$ cat src/rtl/first_nios2_system_cpu_mulx_seq.sv
// ---------------------------------------------------------------------------
// first_nios2_system_cpu_mulx_seq
//
// Multi-cycle 32x32 multiply sequencer for the Nios II M-stage. It builds the
// 64-bit product from four 16x16 unsigned partial products. Each partial
// product comes from a one-cycle-registered multiplier. A single CORR step
// then turns the unsigned product into the signed or mixed-sign product.
// Latency is fixed: start accepted at end of cycle 0, done in cycle 7.
//
// Ports
//   clk      in   rising-edge clock
//   reset_n  in   synchronous active-low reset
//   start    in   request, accepted only in IDLE
//   kill     in   abort of an in-flight op (no done, result kept)
//   op       in   00 MUL, 01 MULXUU, 10 MULXSU, 11 MULXSS
//   src1     in   operand A, sampled on accept
//   src2     in   operand B, sampled on accept
//   busy     out  state != IDLE (registered)
//   done     out  one-cycle pulse in DONE; result valid from this cycle
//   result   out  low word (MUL) or high word (MULX*), held until next done
// ---------------------------------------------------------------------------

// 16x16 unsigned multiplier with a registered product.
module first_nios2_system_cpu_mulx_seq_mul16 (
    input  logic        clk,
    input  logic        reset_n,
    input  logic [15:0] x,
    input  logic [15:0] y,
    output logic [31:0] p
);
    always_ff @(posedge clk) begin
        if (!reset_n) p <= '0;
        else          p <= {16'b0, x} * {16'b0, y};
    end
endmodule

module first_nios2_system_cpu_mulx_seq (
    input  logic        clk,
    input  logic        reset_n,
    input  logic        start,
    input  logic        kill,
    input  logic [1:0]  op,
    input  logic [31:0] src1,
    input  logic [31:0] src2,
    output logic        busy,
    output logic        done,
    output logic [31:0] result
);
    typedef enum logic [2:0] {
        S_IDLE, S_P0, S_P1, S_P2, S_P3, S_ACC, S_CORR, S_DONE
    } state_t;

    state_t      state, state_nxt;
    logic [31:0] a_q, b_q;
    logic [1:0]  op_q;
    logic [63:0] acc, acc_nxt;
    logic [63:0] corr_a, corr_b;
    logic [15:0] mul_x, mul_y;
    logic [31:0] prod;

    // Operand mux follows the issuing state. Outside P1..P3 it selects the
    // low halves, which covers P0; the product is ignored in other states.
    always_comb begin
        mul_x = a_q[15:0];
        mul_y = b_q[15:0];
        case (state)
            S_P1:    mul_x = a_q[31:16];
            S_P2:    mul_y = b_q[31:16];
            S_P3:    begin mul_x = a_q[31:16]; mul_y = b_q[31:16]; end
            default: ;
        endcase
    end

    first_nios2_system_cpu_mulx_seq_mul16 u_mul (
        .clk     (clk),
        .reset_n (reset_n),
        .x       (mul_x),
        .y       (mul_y),
        .p       (prod)
    );

    // Two's-complement fixup: a negative operand contributes an extra
    // 2^32 * other_operand to the unsigned product, so remove it here.
    assign corr_a = (op_q[1] && a_q[31])          ? {b_q, 32'b0} : 64'b0;
    assign corr_b = ((op_q == 2'b11) && b_q[31])  ? {a_q, 32'b0} : 64'b0;

    // The product register lags the issuing state by one cycle, so the state
    // that adds pp(n) is the one after the state that issued it.
    always_comb begin
        acc_nxt = acc;
        case (state)
            S_P1:    acc_nxt = acc + {32'b0, prod};
            S_P2:    acc_nxt = acc + {16'b0, prod, 16'b0};
            S_P3:    acc_nxt = acc + {16'b0, prod, 16'b0};
            S_ACC:   acc_nxt = acc + {prod, 32'b0};
            S_CORR:  acc_nxt = acc - corr_a - corr_b;
            default: ;
        endcase
    end

    always_comb begin
        state_nxt = state;
        if (state == S_IDLE) begin
            if (start) state_nxt = S_P0;
        end else if (kill) begin
            state_nxt = S_IDLE;
        end else begin
            case (state)
                S_P0:    state_nxt = S_P1;
                S_P1:    state_nxt = S_P2;
                S_P2:    state_nxt = S_P3;
                S_P3:    state_nxt = S_ACC;
                S_ACC:   state_nxt = S_CORR;
                S_CORR:  state_nxt = S_DONE;
                default: state_nxt = S_IDLE;
            endcase
        end
    end

    always_ff @(posedge clk) begin
        if (!reset_n) begin
            state  <= S_IDLE;
            busy   <= 1'b0;
            done   <= 1'b0;
            result <= '0;
            acc    <= '0;
            a_q    <= '0;
            b_q    <= '0;
            op_q   <= '0;
        end else begin
            state <= state_nxt;
            busy  <= (state_nxt != S_IDLE);
            done  <= (state_nxt == S_DONE);
            if (state == S_IDLE) begin
                if (start) begin
                    a_q  <= src1;
                    b_q  <= src2;
                    op_q <= op;
                    acc  <= '0;
                end
            end else if (!kill) begin
                acc <= acc_nxt;
                // Load from acc_nxt so the correction made in CORR is included.
                if (state == S_CORR)
                    result <= (op_q == 2'b00) ? acc_nxt[31:0] : acc_nxt[63:32];
            end
        end
    end
endmodule

$ cat config.mk
export PLATFORM = sky130hd
export DESIGN_NAME = first_nios2_system_cpu_mulx_seq
export DESIGN_NICKNAME = d
export VERILOG_FILES = /design/src/rtl/first_nios2_system_cpu_mulx_seq.sv
export SDC_FILE = /design/constraint.sdc
export NUM_CORES = 2
export LEC_CHECK = 0
export ABC_AREA = 1
export BUFFER_PORTS_ARGS = -buffer_cell sky130_fd_sc_hd__buf_4
export CELL_PAD_IN_SITES_DETAIL_PLACEMENT = 0
export CELL_PAD_IN_SITES_GLOBAL_PLACEMENT = 1
export CORE_UTILIZATION = 44
export DETAILED_ROUTE_END_ITERATION = 10
export PLACE_DENSITY = 0.88
export SLEW_MARGIN = 25
export SYNTH_ARGS = -nofsm -noshare
export SYNTH_HDL_FRONTEND = slang
export SYNTH_SLANG_ARGS = --single-unit
$ cat constraint.sdc
create_clock -name clk -period 7.72 [get_ports clk]
set_input_delay 0 -clock clk [delete_from_list [all_inputs] [get_ports clk]]
set_output_delay 0 -clock clk [all_outputs]
set_load 0.05 [all_outputs]
### Word level (Yosys, flattened, before mapping)

Cells that the tools add are included.

| word-level totals | value |
|---|---|
| bits in registers | 199 |
| input port bits | 70 |
| logic and storage cells | 50 |

| cells by class | value |
|---|---|
| add/subtract/negate cells | 5 |
| multipliers | 1 |
| equal/unequal tests | 10 |
| muxes and demuxes | 13 |
| bitwise gates (word level) | 2 |
| reduce and logical (&&, ||, !) cells | 10 |

Operators by type and width:

| operator | count |
|---|---|
| $mux W64 | 5 |
| $pmux W64 S4 | 1 |
| $sub A64 B64 Y64 | 2 |
| $add A64 B32 Y64 | 1 |
| $add A64 B48 Y64 | 1 |
| $add A64 B64 Y64 | 1 |
| $mul A16 B16 Y32 | 1 |
| $mux W16 | 2 |
| $mux W32 | 1 |
| $pmux W3 S6 | 1 |
| $eq A3 B3 Y1 const B | 4 |
| $mux W3 | 3 |
| $eq A3 B2 Y1 const B | 2 |
| $reduce_and A2 Y1 | 2 |
| $reduce_or A2 Y1 | 2 |
| $eq A3 B1 Y1 const B | 1 |
| $logic_not A3 Y1 | 1 |
| $reduce_and A3 Y1 | 1 |
| $reduce_bool A3 Y1 | 1 |
| $eq A2 B2 Y1 const B | 1 |
| $logic_and A1 B1 Y1 | 2 |
| $logic_not A2 Y1 | 1 |
| $ne A2 B1 Y1 const B | 1 |
| $ne A2 B2 Y1 const B | 1 |
| $not A1 Y1 | 2 |

### Longest topological paths before layout

| logic depth | value |
|---|---|
| word-level depth | 7 |
| mapped depth | 35 |
| mapped depth without buffers | 33 |

### Hierarchy

A second synthesis with hierarchy kept.

| unflattened totals | value |
|---|---|
| cells, all modules | 5,288 |
| area, all modules | 30,840.8 um^2 |

Modules (own cells, without submodules):

| module | instances | cells each | area each (um^2) | seq. area each (um^2) |
|---|---|---|---|---|
| first_nios2_system_cpu_mulx_seq | 1 | 3,850 | 20,667.3 | 3,343.2 |
| first_nios2_system_cpu_mulx_seq_mul16 | 1 | 1,438 | 10,173.5 | 640.6 |

### Least setup slack after synthesis

No wires, ideal clock.

| path | value |
|---|---|
| path kind | register to register |
| start point | register state[0] |
| end point | register u_mul.p[28] |
| setup time | 0.120 ns |
| arrival time | 6.512 ns |
| setup slack | 1.089 ns |
| cell stages (with the launch flop) | 30 |
| buffers on the path | 2 |
| cell sequence | dfxtp_1 > inv_1 > ha_1 > inv_1 > nor2_1 > inv_2 > nand2_1 > buf_2 > buf_2 > o21ai_2 > inv_1 > nor2_1 > fa_1 > inv_1 > fa_1 > fa_1 > inv_1 > fa_1 > fa_1 > inv_1 > fa_1 > inv_1 > ha_1 > nand2_1 > o21ai_0 > a21oi_1 > o311ai_0 > a21oi_1 > o21ai_0 > a21oi_1 |

| on the way | value |
|---|---|
| longest elaborated chain between the ends | 4 |

RTL lines:

| what | line | RTL |
|---|---|---|
| from (decl) | 53 | `state_t state, state_nxt;` |
| from (signal assigned) | 131 | `state <= state_nxt;` |
| $eq A3 B3 Y1 / $eq A3 B2 Y1 (equally long branches) | 66 | `case (state)` |
| $reduce_or A2 Y1 (no line) | n/a |  |
| $mux W16 | 66 |  |
| $mul A16 B16 Y32 * | 33 | `else p <= {16'b0, x} * {16'b0, y};` |
| to (signal assigned) | 33 |  |
| to (decl) | 29 | `output logic [31:0] p` |

Every way passes the cells marked *; elsewhere a longest branch is shown, timed or not.
A chain may end at the register's enable or synchronous reset.

### Worst setup path in the final report

| path | value |
|---|---|
| start point | register state[0] |
| end point | register u_mul.p[31] |

The elaborated chain is that of the path after synthesis.

==> flow_summary_export.csv <==
group,metric,value,unit
drt,drtPass1Iterations,8,
critical_path,r2r_setup_slack,0.52,ns
global_route,grt_pass1_wl,193700,um
power_and_ir_drop,power_frac_comb,44.1,%
drt,antenna_left,0,
placed_design,postPlaceCellArea,31160,um^2
synthesis,yosysTopAreaCell,"nand2_1",
cts,clk_latency,0.52,ns
power_and_ir_drop,power_density,125.4,nW/um^2
die,fp.dieH,260.1,um
sta,tns,0,ns
sta,fmax,138.9,MHz
cells_and_area,final_nets,5587,
critical_path,critPathRequiredTime,8.16,ns
synthesis,yosysTopAreaCellShare,20.59,%
flow_run,maxCapViolations,0,
drt,routedWlPerCell,22.28,um
synthesis,synth-main-ff-cell,"dfxtp_1",
synthesis,netlist_top_cells_area,"nand2_1 (21%), fa_1 (16%), dfxtp_1 (14%)",
synthesis,synth_cell_types,46,
status,status,"finished, final reports clean",
die,pin_count,104,
critical_path,critPathLaunch,"state[0]",
cells_and_area,areaGrowthSynthToFinish,11.76,%
sta,drv_slew,0,
cts,cts_made_buffers,17,
die,start_util,44.51,%
min_path,hold_path_class,"input pin to register",
drt,via_per_inst,5.534,
synthesis,syn_area,29310,um^2
synthesis,ys_seq_area_share,13.59,%
placed_design,io_buffers,103,
drt,drt_first_iter_violations,3327,
cts,cts_setup_buffers,0,
critical_path,critPathKind,"register to register",
cts,cts-root-buf,"clkbuf_16",
placed_design,finalWeightedCongestion,1.064,
power_and_ir_drop,switchingPower,1.953,mW
die,rows,94,
die,dieArea,67660,um^2
cts,post_cts_resized,0,
drt,vias,32853,
cts,clockBufferDepth,2,
sta,setup_violations,0,
cts,cts_sinks,199,
synthesis,syn-num-nets,5429,
cts,cts_tree,"done",
cts,hold_buffers,98,
critical_path,critPathArrivalTime,7.64,ns
power_and_ir_drop,pwr-share-seq,32.0,%
global_route,overflow,0,
critical_path,crit_path_start_kind,"register",
die,die_w,260.1,um
die,core_area,65860,um^2
placed_design,dpl.hpwl,105900,um
global_route,grtUsageTotal,39.10,%
power_and_ir_drop,pwr-share-clk,23.9,%
synthesis,ys_async_sr_fraction,0,%
synthesis,synthCells,4896,
global_route,antenna_found_initial,5,
sta,fin_skew,0.01948,ns
sta,worstMarginPinSlew,1.023,ns
critical_path,r2r_end,"u_mul.p[31]",
synthesis,yosysWarnings,0,
cells_and_area,layout-drive-gt1-share,4.914,%
sta,fin_crit,7.198,ns
power_and_ir_drop,swShare,47.54,%
synthesis,ys_ff_latch,199,
cts,clkTransAtPathRegs,0.09,ns
sta,relSlewSlack,31.70,%
critical_path,reg2regPathDepth,23,
cts,cts_htree_levels,4,
synthesis,post_synth.cell_area_avg,5.987,um^2
sta,holdWs,0.09985,ns
power_and_ir_drop,intPower,2.155,mW
drt,route.detailed.drc,0,
global_route,grt_pass1_vias,31246,
global_route,grt_start_max_net_pins,102,
synthesis,synth_edf_count,0,
sta,rsz0062_at_grt,"false",
critical_path,crit_path_end_kind,"register",
power_and_ir_drop,ir_drop,0.0001601,V
drt,routed_wirelength,132300,um
critical_path,cp_max_fo,14,
sta,layout_worst_path_cycle_share,93.24,%
critical_path,rr_startpoint,"state[0]",
cells_and_area,final_cell_area,32760,um^2
sta,hold_viol_final,0,
power_and_ir_drop,leakage,16.84,nW
critical_path,crit_end,"u_mul.p[31]",
## synth_stat cells, types with 5 or more instances
| cell type | number |
|---|---|
| a21o_1 | 5 |
| a21oi_1 | 376 |
| buf_1 | 10 |
| buf_2 | 25 |
| clkbuf_1 | 86 |
| dfxtp_1 | 199 |
| fa_1 | 228 |
| ha_1 | 235 |
| inv_1 | 835 |
| nand2_1 | 1608 |
| nand3_1 | 351 |
| nand3b_1 | 26 |
| nand4_1 | 32 |
| nor2_1 | 489 |
| nor3_1 | 41 |
| nor4_1 | 6 |
| o21a_1 | 10 |
| o21ai_0 | 214 |
| o21ai_1 | 12 |
| o21ai_2 | 10 |
| o21bai_1 | 18 |
| or2_2 | 17 |
| xnor2_1 | 11 |
## stage by stage
stage | power (mW) | setup slack, ns | std cells | util [%]
after global routing | 4.326 | 0.08201 | 5931 | 49.72
final | 4.108 | 0.5221 | 5937 | 49.74
after floorplan | 2.367 | 1.089 | 4896 | -
after CTS | 4.056 | 0.5562 | 5931 | 49.72
after global placement | 3.023 | 0.6665 | 5801 | 47.32
after detailed placement | 3.041 | 0.6035 | 5801 | 47.32
## cell families after synthesis
group | count (synthesis) | synth area share [%]
and+or+nand+nor | 2588 | 35.87
xor gates and xnor gates | 13 | 0.3884
adders and majority gates | 463 | 25.60
DFF | 199 | 13.59
AOI/OAI and AO/OA | 665 | 11.99
buffers and inverters | 968 | 12.57
## routing by layer
metal | GRT usage (%) | wire [um] | share of wire (%)
met5 | 0 | 26 | 0.020
met2 | 61.50 | 58180 | 44
met3 | 8.119 | 11800 | 8.9
met1 | 46.95 | 50970 | 39
met4 | 29.39 | 11280 | 8.5
## worst max-delay path, cell delays in order, from the launching register on
cell	delay [ns]
dfxtp_1	0.38
ha_1	0.19
inv_1	0.07
o21ai_4	0.43
nand2_1	0.20
o21ai_2	0.26
clkinv_1	0.53
nor2_1	0.38
fa_1	0.47
fa_1	0.47
fa_1	0.51
fa_1	0.42
fa_1	0.48
inv_1	0.05
fa_1	0.50
inv_1	0.05
ha_1	0.33
nand2_1	0.13
nor4_1	0.37
nand3_1	0.10
o21ai_0	0.33
a31o_2	0.22
o21ai_0	0.06
a21oi_1	0.15
## power groups by stage
| stage | Clock [mW] | Combinational, mW | Sequential (mW) |
|---|---|---|---|
| after floorplan | 0 | 1.20 | 1.17 |
| after global placement | 0 | 1.70 | 1.32 |
| after detailed placement | 0 | 1.72 | 1.32 |
| after CTS | 0.985 | 1.77 | 1.30 |
| after global routing | 1.02 | 2.01 | 1.30 |
| final | 0.983 | 1.81 | 1.32 |
## cell type report
cell class	count	area, um^2
timing repair buffer	264	2240
clock inverter	14	172.7
clock buffer	18	429.2
multi-input combinational	3729	21670
fill	6963	33100
inverter	843	3167
sequential	199	3984
tap	864	1081
antenna	6	15.01
## worst min-delay path by stage
stage,slack [ns],end,depth (start not counted),startpoint
2_1_floorplan,0.16,a_q[16],2,src1[16]
3_3_place_gp,0.28,b_q[23],3,src2[23]
3_5_place_dp,0.29,a_q[12],3,src1[12]
4_1_cts,0.09,result[5],5,kill
5_1_grt,0.15,result[3],5,kill
6_report,0.1,result[5],5,kill
## sequential cells by signal, indices dropped and copies added (netlist names)
| register | cells |
|---|---|
| b_q | 32 |
| busy | 1 |
| op_q | 2 |
| state | 3 |
| acc | 64 |
| result | 32 |
| done | 1 |
| a_q | 32 |
| u_mul.p | 32 |
## cell usage in the layout, fill, tap and decap left out, types with 32 or more instances in the layout
cell type and n:
a21oi_1 376, buf_4 165, dfxtp_1 199, dlygate4sd3_1 98, fa_1 228, ha_1 235
inv_1 833, nand2_1 1607, nand3_1 351, nand4_1 32, nor2_1 485, nor3_1 40
o21ai_0 213
No activity file was read; power rests on OpenSTA's default activity.
